### src/rtl/data_memory_bist_if.sv
// Data memory port bundle: strobes, address and write data from the
// initiator, read data back from the memory.
interface data_memory_bist_if #(
  parameter int ADDR_W = 10,
  parameter int DATA_W = 32
);
  logic              sel;
  logic              str;
  logic              ld;
  logic              clr;
  logic [ADDR_W-1:0] addr;
  logic [DATA_W-1:0] wdata;
  logic [DATA_W-1:0] rdata;

  // BIST side drives the port
  modport master (
    output sel, str, ld, clr, addr, wdata,
    input  rdata
  );

  // memory side
  modport slave (
    input  sel, str, ld, clr, addr, wdata,
    output rdata
  );
endinterface

### src/rtl/data_memory_bist.sv
// Data memory BIST initiator: two-phase write/read-compare march over
// addresses 0..DEPTH-1, reporting pass/fail, first failing address/data
// and a saturating mismatch count.
//
// state | meaning
// ------+--------------------------------------------------------------
// IDLE  | port quiet, status held, waiting for start
// WR_A  | write PATTERN ^ addr, one word per cycle
// RD_A  | present read address for phase A
// CMP_A | hold read, compare returned word against phase A data
// WR_B  | write ~(PATTERN ^ addr), one word per cycle
// RD_B  | present read address for phase B
// CMP_B | hold read, compare returned word against phase B data
// FIN   | run finished, done/pass valid, return to IDLE
module data_memory_bist #(
  parameter int                ADDR_W  = 10,
  parameter int                DATA_W  = 32,
  parameter int                DEPTH   = 1024,
  parameter logic [DATA_W-1:0] PATTERN = 32'hA5A5_5A5A,
  parameter int                ERR_W   = 16
) (
  input  logic                 clk,
  input  logic                 clr_n,
  input  logic                 start,
  data_memory_bist_if.master   mem,
  output logic                 busy,
  output logic                 done,
  output logic                 pass,
  output logic [ADDR_W-1:0]    fail_addr,
  output logic [DATA_W-1:0]    fail_data,
  output logic [ERR_W-1:0]     err_count
);

  localparam logic [2:0] IDLE  = 3'd0;
  localparam logic [2:0] WR_A  = 3'd1;
  localparam logic [2:0] RD_A  = 3'd2;
  localparam logic [2:0] CMP_A = 3'd3;
  localparam logic [2:0] WR_B  = 3'd4;
  localparam logic [2:0] RD_B  = 3'd5;
  localparam logic [2:0] CMP_B = 3'd6;
  localparam logic [2:0] FIN   = 3'd7;

  localparam logic [ADDR_W-1:0] LAST_ADDR = ADDR_W'(DEPTH - 1);

  logic [2:0]        state;
  logic [ADDR_W-1:0] addr;
  logic              phase_b;
  logic              last_addr;
  logic [DATA_W-1:0] exp_data;
  logic              mismatch;
  logic              err_max;
  logic              err_none;

  // Expected word for the current phase and address
  always_comb begin
    phase_b   = (state == WR_B) || (state == RD_B) || (state == CMP_B);
    last_addr = (addr == LAST_ADDR);
    exp_data  = PATTERN ^ DATA_W'(addr);
    if (phase_b) begin
      exp_data = ~exp_data;
    end
    mismatch  = (mem.rdata != exp_data);
    err_max   = &err_count;
    err_none  = (err_count == '0);
  end

  // Memory port strobes decoded from state; quiet outside an active run
  always_comb begin
    mem.sel   = 1'b0;
    mem.str   = 1'b0;
    mem.ld    = 1'b0;
    mem.addr  = '0;
    mem.wdata = '0;
    case (state)
      WR_A, WR_B: begin
        mem.sel   = 1'b1;
        mem.str   = 1'b1;
        mem.addr  = addr;
        mem.wdata = exp_data;
      end
      RD_A, CMP_A, RD_B, CMP_B: begin
        mem.sel  = 1'b1;
        mem.ld   = 1'b1;
        mem.addr = addr;
      end
      default: ;
    endcase
  end

  // The BIST never clears the memory
  assign mem.clr = 1'b0;

  // March sequencer, address counter and result capture
  always_ff @(posedge clk or negedge clr_n) begin
    if (!clr_n) begin
      state     <= IDLE;
      addr      <= '0;
      busy      <= 1'b0;
      done      <= 1'b0;
      pass      <= 1'b0;
      fail_addr <= '0;
      fail_data <= '0;
      err_count <= '0;
    end else begin
      case (state)
        IDLE: begin
          if (start) begin
            busy      <= 1'b1;
            done      <= 1'b0;
            pass      <= 1'b0;
            err_count <= '0;
            fail_addr <= '0;
            fail_data <= '0;
            addr      <= '0;
            state     <= WR_A;
          end
        end
        WR_A, WR_B: begin
          if (last_addr) begin
            addr  <= '0;
            state <= (state == WR_A) ? RD_A : RD_B;
          end else begin
            addr <= addr + 1'b1;
          end
        end
        RD_A: state <= CMP_A;
        RD_B: state <= CMP_B;
        CMP_A, CMP_B: begin
          // err_count==0 doubles as "no mismatch seen yet" since it never wraps
          if (mismatch) begin
            if (!err_max) begin
              err_count <= err_count + 1'b1;
            end
            if (err_none) begin
              fail_addr <= addr;
              fail_data <= mem.rdata;
            end
          end
          if (last_addr) begin
            addr <= '0;
            if (state == CMP_A) begin
              state <= WR_B;
            end else begin
              // status lands on the same edge busy falls, so the run is 6*DEPTH cycles
              state <= FIN;
              busy  <= 1'b0;
              done  <= 1'b1;
              pass  <= err_none && !mismatch;
            end
          end else begin
            addr  <= addr + 1'b1;
            state <= (state == CMP_A) ? RD_A : RD_B;
          end
        end
        FIN: state <= IDLE;
        default: state <= IDLE;
      endcase
    end
  end

endmodule

### src/flat_wrapper.sv
// flat-port wrapper written by rule: the top's interface ports become plain ports
module data_memory_bist_flat 
#(
  parameter int                ADDR_W  = 10,
  parameter int                DATA_W  = 32,
  parameter int                DEPTH   = 1024,
  parameter logic [DATA_W-1:0] PATTERN = 32'hA5A5_5A5A,
  parameter int                ERR_W   = 16
)
  (clk, clr_n, start, busy, done, pass, fail_addr, fail_data, err_count, mem_sel, mem_str, mem_ld, mem_clr, mem_addr, mem_wdata, mem_rdata);
  data_memory_bist_if #(.ADDR_W(ADDR_W), .DATA_W(DATA_W)) mem_i ();
  input  logic clk;
  input  logic clr_n;
  input  logic start;
  output logic busy;
  output logic done;
  output logic pass;
  output logic [ADDR_W-1:0] fail_addr;
  output logic [DATA_W-1:0] fail_data;
  output logic [ERR_W-1:0] err_count;
  output wire logic [$bits(mem_i.sel)-1:0] mem_sel;
  output wire logic [$bits(mem_i.str)-1:0] mem_str;
  output wire logic [$bits(mem_i.ld)-1:0] mem_ld;
  output wire logic [$bits(mem_i.clr)-1:0] mem_clr;
  output wire logic [$bits(mem_i.addr)-1:0] mem_addr;
  output wire logic [$bits(mem_i.wdata)-1:0] mem_wdata;
  input wire logic [$bits(mem_i.rdata)-1:0] mem_rdata;
  assign mem_sel = mem_i.sel;
  assign mem_str = mem_i.str;
  assign mem_ld = mem_i.ld;
  assign mem_clr = mem_i.clr;
  assign mem_addr = mem_i.addr;
  assign mem_wdata = mem_i.wdata;
  assign mem_i.rdata = mem_rdata;
  data_memory_bist #(.ADDR_W(ADDR_W), .DATA_W(DATA_W), .DEPTH(DEPTH), .PATTERN(PATTERN), .ERR_W(ERR_W)) u_core (.clk(clk), .clr_n(clr_n), .start(start), .mem(mem_i), .busy(busy), .done(done), .pass(pass), .fail_addr(fail_addr), .fail_data(fail_data), .err_count(err_count));
endmodule
### config.mk
export PLATFORM = sky130hd
export DESIGN_NAME = data_memory_bist_flat
export DESIGN_NICKNAME = d
export VERILOG_FILES = /design/src/rtl/data_memory_bist_if.sv /design/src/rtl/data_memory_bist.sv /design/src/flat_wrapper.sv
export SDC_FILE = /design/constraint.sdc
export NUM_CORES = 1
export LEC_CHECK = 0
export ABC_AREA = 1
export BUFFER_PORTS_ARGS = -buffer_cell sky130_fd_sc_hd__buf_2
export CELL_PAD_IN_SITES_DETAIL_PLACEMENT = 1
export CELL_PAD_IN_SITES_GLOBAL_PLACEMENT = 1
export CORE_MARGIN = 1
export CORE_UTILIZATION = 36
export CTS_CLUSTER_SIZE = 40
export DETAILED_ROUTE_END_ITERATION = 12
export GPL_TIMING_DRIVEN = 0
export MAX_ROUTING_LAYER = met4
export PLACE_DENSITY_LB_ADDON = 0.1
export SKIP_CTS_REPAIR_TIMING = 1
export SLEW_MARGIN = 20
export SYNTH_ARGS = -nofsm -noshare
export SYNTH_HDL_FRONTEND = slang
export SYNTH_SLANG_ARGS = --single-unit
### constraint.sdc
create_clock -name clk -period 2.6 [get_ports clk]
set_clock_uncertainty 0.1 [all_clocks]
set_input_delay 0.39 -clock clk [delete_from_list [all_inputs] [get_ports clk]]
set_output_delay 0.39 -clock clk [all_outputs]
set_load 0.005 [all_outputs]
Word level (Yosys, flattened, before mapping)
Cells that the tools add are included.

Output and inout bits: 107. Bits of input ports: 35. Logic and storage cells: 85. Register bits: 74.

Add/sub/neg operators: 2. Equality and inequality tests: 16. Reductions and logical operators: 19. Bitwise operators: 2. Muxes and demuxes: 38.

Operator list (number): $mux 32 (5); $pmux 32 s2 (1); $mux 10 (5); $mux 16 (3); $pmux 10 s2 (2); $ne 32x32->1 (1); $not 32->32 (1); $pmux 16 s2 (1); $pmux 3 s6 (1); $add 16x1->16 const B (1); $logic_not 16->1 (1); $not 5->16 (1); $reduce_and 16->1 (1); $mux 3 (5); $eq 3x3->1 const B (4); $reduce_and 4->1 (3); $mux 1 (11); $add 10x1->10 const B (1); $eq 10x10->1 const B (1); $ne 2x1->1 const B (4); $reduce_or 4->1 (2); $eq 3x2->1 const B (2); $ne 2x2->1 const B (3); $pmux 1 s2 (3); other kinds (10) (14).

Depth between registers and ports, before layout
Gate-level depths: netlist (run 1).

Depth in word-level cells: 10. Depth in mapped cells: 15. Depth with buffers taken out: 13.

Worst setup path after synthesis (run 1)
No wires, ideal clock.

Path type: reg2reg. Start: register u_core.state[1]. End: register u_core.err_count[0]. Stages on the path, launching flop included: 12. Data arrival time: 1.833 ns. Period minus slack after synthesis: 2.050 ns. Data required time: 2.383 ns. Setup slack: 0.550 ns. Buffers on the path: 4. Library setup time: 0.117 ns. Cell sequence: dfrtp_1 -> buf_2 -> a21oi_4 -> buf_6 -> xor2_1 -> xor2_1 -> nor2_1 -> nand4_4 -> buf_6 -> buf_6 -> nand3_1 -> nand2_1.

Cells in the longest elaborated chain, start to end: 7. Elaborated cells between the ends (all ways): 16. Classes of those cells: 8 x eq/ne; 2 x mux; 6 x reduce/logical.

Ends and longest elaborated chain: from (decl) (RTL line data_memory_bist.sv:45) `logic [2:0] state;`; from (signal assigned) (RTL line data_memory_bist.sv:121) `state <= (state == WR_A) ? RD_A : RD_B;`; from (signal assigned) (RTL line data_memory_bist.sv:152) `state <= (state == CMP_A) ? RD_A : RD_B;`; $eq 3x3->1 (RTL line data_memory_bist.sv:56) `phase_b = (state == WR_B) || (state == RD_B) || (state == CMP_B);`; $logic_or 1x1->1 (2 in a row) (RTL line data_memory_bist.sv:56); $mux 32 (RTL line data_memory_bist.sv:59) `if (phase_b) begin`; $ne 32x32->1 (RTL line data_memory_bist.sv:62) `mismatch = (mem.rdata != exp_data);`; $ne 2x1->1 (no source line); $reduce_and 4->1 (no source line); to (signal assigned) (RTL line data_memory_bist.sv:132) `err_count <= err_count + 1'b1;`; to (decl) (RTL line data_memory_bist.sv:31) `output logic [ERR_W-1:0] err_count`.

Parallel ways exist; a longest one is shown, timed or not. A chain may end at the register's enable or synchronous reset.

Worst setup path in the final report (run 1)
Start: register u_core.state[2]. End: output mem_wdata[16].

Cells in the longest elaborated chain, start to end: 5. Elaborated cells between the ends (all ways): 9. Classes of those cells: 4 x eq/ne; 2 x mux; 3 x reduce/logical.

Ends and longest elaborated chain: $eq 3x3->1 (on tied branches) (RTL line data_memory_bist.sv:56, data_memory_bist.sv:74); $logic_or 1x1->1 (2 in a row) (RTL line data_memory_bist.sv:56); $mux 32 (RTL line data_memory_bist.sv:59); $mux 32 (*) (RTL line data_memory_bist.sv:74) `case (state)`; to (decl) (RTL line flat_wrapper.sv:26) `output wire logic [$bits(mem_i.wdata)-1:0] mem_wdata;`.

Mark *: on every way between the ends. The rest lies on a longest branch, timed or not.

==> results.py, run 1 <==
metrics = {
    "cts": {
        "cts.sinks": 74,
        "insertion_delay_ns": 0.34,
        "cts.root.buffer_cell": "sky130_fd_sc_hd__clkbuf_16",
        "cts_tree": "built",
        "ctsLongestPathBuffers": 2,
        "clk_pin_slew_ns": 0.06,
        "cts_max_level": 3,
        "cts_made_buffers": 9,
    },
    "worst_setup_path": {
        "timing.reg2reg.worst_path_depth": 11,
        "reg2reg_slack_ns": 0.20,
        "worstPathCellList": "inv_2 > nand2_1 > nor2_1 > buf_4 > buf_2",
        "startpoint_to_endpoint_class_of_the_critical_path": "register to primary output",
        "timing.critical_path.fanout_max": 11,
        "rr_endpoint": "u_core.fail_data[19]",
        "slowest_stage": "sky130_fd_sc_hd__nor2_1",
        "timing.critical_path.arrival_ns": 1.93,
        "worst_setup_path_start_kind": "register",
        "cpLargestDelayFamily": "simple AND/OR/NAND/NOR gates",
        "worst-path-buf-inv": 3,
        "worst_ep_required_time_ns": 2.11,
        "critPathCaptureType": "primary output",
        "rr_startpoint": "u_core.state[2]",
        "worst-path-stages": 5,
        "critical_path_s_largest_stage_delay_ns": 0.55,
    },
    "die": {
        "placementRows": 41,
        "chipHeight_um": 116,
        "start_util_pct": 37.0,
        "design.core.area_um2": 12700,
        "design.portCount": 142,
        "dieWidth_um": 116,
        "dieArea_um2": 13500,
    },
    "routing": {
        "dr.pass1.iters": 4,
        "drt_first_iter_violations": 217,
        "ant_nets": 0,
        "routed_wire_length_per_instance_um": 15.3,
        "drt-total-wl_um": 15800,
        "route.detailed.drc": 0,
        "dr_total_vias": 4999,
        "detail_route.vias_per_cell": 4.84,
    },
    "synthesis": {
        "netlist_area_um2": 4690,
        "yosys.area.top_type": "sky130_fd_sc_hd__dfrtp_1",
        "synth.most_common_cell": "sky130_fd_sc_hd__nand2_1",
        "synth_seq_cells": 74,
        "seq_area_frac_synth_pct": 39.5,
        "avgSynthCellArea_um2": 6.66,
        "netlist_top_cells_count": "sky130_fd_sc_hd__nand2_1 (228), sky130_fd_sc_hd__nor2_1 (98), sky130_fd_sc_hd__inv_1 (84)",
        "synth.net_count": 742,
        "netlist.area_leader.share_pct": 39.5,
        "synthesis.instances": 704,
        "synth-warning-count": 0,
        "synthArstFlopShare_pct": 100,
        "count_of_flip_flops_with_a_built_in_enable_after_synthesis": 0,
        "post_synth_num_cell_types": 34,
        "dominantRegCellSynth": "sky130_fd_sc_hd__dfrtp_1",
        "synth.area.top_cells": "sky130_fd_sc_hd__dfrtp_1 (39%), sky130_fd_sc_hd__nand2_1 (18%), sky130_fd_sc_hd__nand3_1 (8.9%)",
    },
    "grt": {
        "grt_first_pass_wirelength_um": 25300,
        "grt_remaining_overflow": 0,
        "antenna_found_initial": 0,
        "grt_start_max_net_pins": 39,
        "globalRouteTotalUtil_pct": 25.2,
        "first_global_vias": 5028,
    },
    "sta": {
        "finalWorstPathRequiredPeriod_ns": 2.42,
        "least_setup_slack_across_all_paths_after_layout_ns": 0.183,
        "slew_worst_pin_ns": 0.676,
        "number_of_endpoints_with_negative_hold_slack_in_the_final_report": 0,
        "timing.final.setup_violations": 0,
        "worst_slew_margin_rel_pct": 54.7,
        "max_freq_ghz": 0.414,
        "rsz_0062_raised_after_global_routing": "no",
        "final_max_slew_violation_count": 0,
        "final.setup.tns_ns": 0,
        "fin_crit_sh_pct": 93.0,
    },
    "cells_and_area": {
        "antenna-diode-count": 0,
        "layout_cell_share_with_drive_strength_beyond_1_pct": 24.6,
        "syn_to_final_growth_pct": 28.3,
        "nets": 894,
    },
    "placement": {
        "io_buffer_count": 140,
        "globalplace.congestion": 0.877,
        "place_ws_ns": -0.0248,
        "place_hpwl_um": 12300,
    },
    "hold_path": {
        "worst_hold_path_type": "primary input to register",
        "whs_endpoint": "u_core.fail_data[16]",
        "hold_depth": 5,
        "hold_path.startpoint": "mem_rdata[16]",
    },
    "flow_run": {
        "drv_cap": 0,
    },
    "power": {
        "cellLeakagePower_nw": 3.62,
        "design_power_total_mw": 3.42,
        "powerDensity_nw_per_um2": 569,
        "power.ir.vdd_worst_v": 0.000405,
    },
    "run_status": {
        "run_status": "completed",
    },
}
sequential cells by signal (all words and copies together) (netlist names):
| name | cells |
|---|---|
| u_core.fail_data | 32 |
| u_core.err_count | 16 |
| u_core.addr | 10 |
| u_core.fail_addr | 10 |
| u_core.state | 3 |
| u_core.busy | 1 |
| u_core.done | 1 |
| u_core.pass | 1 |
worst max-delay path by stage:
stage,from,endpoint,slack (ns)
after floorplan,u_core.state[1],u_core.err_count[0],0.55
after global placement,u_core.state[0],u_core.fail_data[9],0.07
after detailed placement,u_core.state[0],u_core.fail_data[9],-0.02
after CTS,u_core.state[0],mem_wdata[5],-0.25
after global routing,u_core.state[1],u_core.fail_addr[6],0.01
final,u_core.state[2],mem_wdata[16],0.18
worst reg2reg max path: cells and delay by family, from the launching register on:
kind                   cells  cell delay [ns]
and+or+nand+nor            8             1.19
buffers and inverters      2             0.44
DFF                        1             0.42
AOI/OAI and AO/OA          1             0.16
through the flow:
step / instances / util [%] / cell area, um^2 / hold WS [ns]
after floorplan: 704 / - / 4690 / -0.00559
after global placement: 1016 / 44.2 / 5600 / 0.349
after detailed placement: 1017 / 44.4 / 5630 / 0.299
after CTS: 1033 / 47.2 / 5980 / -0.0731
after global routing: 1033 / 47.5 / 6010 / 0.333
final: 1033 / 47.5 / 6010 / 0.296
area by class of cell:
class | count | area (um^2)
Multi-Input combinational cell | 492 | 2210
Sequential cell | 74 | 1850
Inverter | 88 | 330
Clock inverter | 5 | 100
Clock buffer | 11 | 253
Buffer | 49 | 322
Tap cell | 172 | 215
Timing Repair Buffer | 142 | 733
Fill cell | 1702 | 6660
where the power goes:
group | total [mW] | switching (mW) | leakage [nW] | internal (mW)
combinational | 0.587 | 0.364 | 2.46 | 0.223
clock | 1.50 | 0.510 | 0.176 | 0.987
sequential | 1.34 | 0.0801 | 0.981 | 1.25
total | 3.42 | 0.955 | 3.62 | 2.46
logic make-up after synthesis:
group | share of synthesized area [%]
AO/OA/AOI/OAI | 4.91
AND/OR/NAND/NOR | 38.8
other | 0.0800
flip-flops | 39.5
XOR/XNOR | 2.22
buffers and inverters | 13.7
adder cells (fa/ha/maj) | 0.801
layout by cell type, fill, tap and decap left out, drive strengths merged, types with 2 or more instances in the layout:
cell type and n:
nand4 7, a31oi 3, clkbuf 27, inv 88, bufinv 3, nor4 5
nand2 231, xnor2 3, nor2 98, o21ai 15, clkinv 2, o21a 2
dfrtp 74, nor3 11, ha 3, buf 174, a21oi 16, nand3 83
xor2 8
metal layers:
layer / track usage, % / share of wire (%)
met3: 3.27 / 4.1
met4: 8.46 / 1.3
met2: 40.6 / 48
met5: - / 0
met1: 32.7 / 47
Power figures use the tool's default switching activity.
==> run 2: changes to the inputs <==
--- a/config.mk
+++ b/config.mk
@@ -16,6 +16,7 @@
 export GPL_TIMING_DRIVEN = 0
 export MAX_ROUTING_LAYER = met4
 export PLACE_DENSITY_LB_ADDON = 0.1
+export RECOVER_POWER = 100
 export SKIP_CTS_REPAIR_TIMING = 1
 export SLEW_MARGIN = 20
 export SYNTH_ARGS = -nofsm -noshare
==> run 2 against run 1 <==
Total power shrank 0.63%. Sequential power about the same. Combinational power fell by 3.6%. Wire length rose by 0.18%. Fmax shrank 0.87%.
==> results.py, run 2 (synthesized netlist as in run 1, its figures left out) <==
metrics = {
    "routing": {
        "drt-total-wl_um": 15900,
        "dr.pass1.iters": 4,
        "drt_first_iter_violations": 240,
        "routed_wire_length_per_instance_um": 15.4,
        "route.detailed.drc": 0,
        "dr_total_vias": 4991,
        "ant_nets": 0,
        "detail_route.vias_per_cell": 4.83,
    },
    "hold_path": {
        "hold_depth": 5,
        "whs_endpoint": "u_core.fail_data[16]",
        "worst_hold_path_type": "primary input to register",
        "hold_path.startpoint": "mem_rdata[16]",
    },
    "cts": {
        "cts_tree": "built",
        "cts_made_buffers": 9,
        "clk_pin_slew_ns": 0.06,
        "ctsLongestPathBuffers": 2,
        "insertion_delay_ns": 0.34,
        "cts.sinks": 74,
        "cts.root.buffer_cell": "sky130_fd_sc_hd__clkbuf_16",
        "cts_max_level": 3,
    },
    "sta": {
        "final.setup.tns_ns": 0,
        "worst_slew_margin_rel_pct": 35.5,
        "max_freq_ghz": 0.410,
        "least_setup_slack_across_all_paths_after_layout_ns": 0.162,
        "slew_worst_pin_ns": 0.968,
        "fin_crit_sh_pct": 93.8,
        "rsz_0062_raised_after_global_routing": "no",
        "timing.final.setup_violations": 0,
        "final.hold.worst_slack_ns": 0.296,
        "final_max_slew_violation_count": 0,
        "finalWorstPathRequiredPeriod_ns": 2.44,
        "number_of_endpoints_with_negative_hold_slack_in_the_final_report": 0,
    },
    "cells_and_area": {
        "layout_common_cells": "sky130_fd_sc_hd__nand2_1 (228), sky130_fd_sc_hd__nor2_1 (95), sky130_fd_sc_hd__buf_2 (84), sky130_fd_sc_hd__inv_1 (84), sky130_fd_sc_hd__nand3_1 (83)",
        "fillers": 1719,
        "syn_to_final_growth_pct": 26.3,
        "stdcell_area_um2": 5920,
        "largest_register": "u_core.fail_data",
        "largest_register_ffs": 32,
        "layout_cell_share_with_drive_strength_beyond_1_pct": 17.8,
        "post_layout_nonfiller_instances": 1033,
        "most_common_cell_after_layout_fill_and_taps_aside": "sky130_fd_sc_hd__nand2_1",
        "nets": 894,
        "antenna-diode-count": 0,
        "biggestRegsByFlops": "u_core.fail_data (32), u_core.err_count (16)",
    },
    "die": {
        "start_util_pct": 37.0,
        "design.core.area_um2": 12700,
        "dieArea_um2": 13500,
        "dieWidth_um": 116,
        "placementRows": 41,
        "design.portCount": 142,
        "chipHeight_um": 116,
    },
    "placement": {
        "placed_area_um2": 5630,
        "globalplace.congestion": 0.877,
        "place_hpwl_um": 12300,
        "place_ws_ns": -0.0248,
        "io_buffer_count": 140,
        "place.detailed.instances": 1017,
    },
    "power": {
        "internal_power_mw": 2.44,
        "p_sw_uw": 954,
        "power.ir.vdd_worst_v": 0.000399,
        "cellLeakagePower_nw": 3.37,
        "combinationalPowerShare_pct": 16.7,
        "powerDensity_nw_per_um2": 574,
        "clkPwrFrac_pct": 44.0,
        "p_sw_share_pct": 28.1,
        "power.sequential.fraction_pct": 39.4,
    },
    "grt": {
        "first_global_vias": 5028,
        "antenna_found_initial": 0,
        "grt_remaining_overflow": 0,
        "globalRouteTotalUtil_pct": 25.2,
        "grt_first_pass_wirelength_um": 25300,
        "grt_start_max_net_pins": 39,
    },
    "worst_setup_path": {
        "timing.critical_path.fanout_max": 11,
        "worst_setup_path_start_kind": "register",
        "worstPathCellList": "inv_2 > nand2_1 > nor2_1 > buf_4 > clkbuf_1",
        "rr_startpoint": "u_core.state[0]",
        "worst-path-buf-inv": 3,
        "worst_ep_required_time_ns": 2.11,
        "slowest_stage": "sky130_fd_sc_hd__nor2_1",
        "timing.reg2reg.worst_path_depth": 9,
        "startpoint_to_endpoint_class_of_the_critical_path": "register to primary output",
        "reg2reg_slack_ns": 0.17,
        "cpLargestDelayFamily": "simple AND/OR/NAND/NOR gates",
        "rr_endpoint": "u_core.err_count[12]",
        "critical_path_s_largest_stage_delay_ns": 0.56,
        "timing.critical_path.arrival_ns": 1.95,
        "critPathCaptureType": "primary output",
    },
    "run_status": {
        "run_status": "completed",
    },
    "flow_run": {
        "drv_cap": 0,
    },
}
-- run 2: cell count changes in the layout (fill, tap and decap cells not counted) --
cell                       change
sky130_fd_sc_hd__clkbuf_2      +2
sky130_fd_sc_hd__buf_12        -1
sky130_fd_sc_hd__buf_1         +4
sky130_fd_sc_hd__buf_2        -59
sky130_fd_sc_hd__clkbuf_4     +11
sky130_fd_sc_hd__clkbuf_1     +55
sky130_fd_sc_hd__buf_4        -12
-- run 2: routing by layer --
metal  up-vias  share of wire (%)  GRT usage, %
li1       2472                  -             -
met1      2381                 46          32.7
met2       117                 48          40.6
met3        21                4.2          3.27
met4         0                1.4          8.46
met5         -                  0             -
-- run 2: cell type report --
type | instances | area (um^2) | share of cell area [%]
multi-input cells | 492 | 2210 | 37.3
clock inverters | 5 | 100 | 1.69
flip-flops and latches | 74 | 1850 | 31.3
plain buffers | 49 | 319 | 5.39
inverters | 88 | 330 | 5.58
clock buffers | 11 | 253 | 4.27
repair buffers | 142 | 644 | 10.9
well taps | 172 | 215 | 3.63
-- run 2: worst max-delay path by stage --
| stage | cells after the start | slack, ns | endpoint | start |
|---|---|---|---|---|
| floorplan | 11 | 0.55 | u_core.err_count[0] | u_core.state[1] |
| global placement | 10 | 0.07 | u_core.fail_data[9] | u_core.state[0] |
| detailed placement | 10 | -0.02 | u_core.fail_data[9] | u_core.state[0] |
| CTS | 7 | -0.25 | mem_wdata[5] | u_core.state[0] |
| global route | 14 | 0.009 | u_core.fail_data[16] | u_core.state[1] |
| finish | 5 | 0.16 | mem_wdata[16] | u_core.state[2] |
-- run 2: worst min-delay path: stages --
cell	delay [ns]
sky130_fd_sc_hd__buf_2	0.11
sky130_fd_sc_hd__inv_1	0.05
sky130_fd_sc_hd__nor2_1	0.04
sky130_fd_sc_hd__nand3_1	0.07
sky130_fd_sc_hd__nand2_1	0.05
-- run 2: stage by stage --
stage / utilization, % / total power, mW
after global routing: 46.7 / 3.55
after detailed placement: 44.4 / 1.94
after global placement: 44.2 / 1.91
after floorplan: - / 1.66
final: 46.7 / 3.40
after CTS: 47.2 / 3.45
-- run 2: power by group through the flow --
stage / clock network [mW] / registers [mW] / logic [mW]
detailed placement: 0 / 1.36 / 0.586
floorplan: 0 / 1.35 / 0.309
global placement: 0 / 1.35 / 0.561
global route: 1.55 / 1.35 / 0.648
finish: 1.49 / 1.34 / 0.566
CTS: 1.52 / 1.34 / 0.589
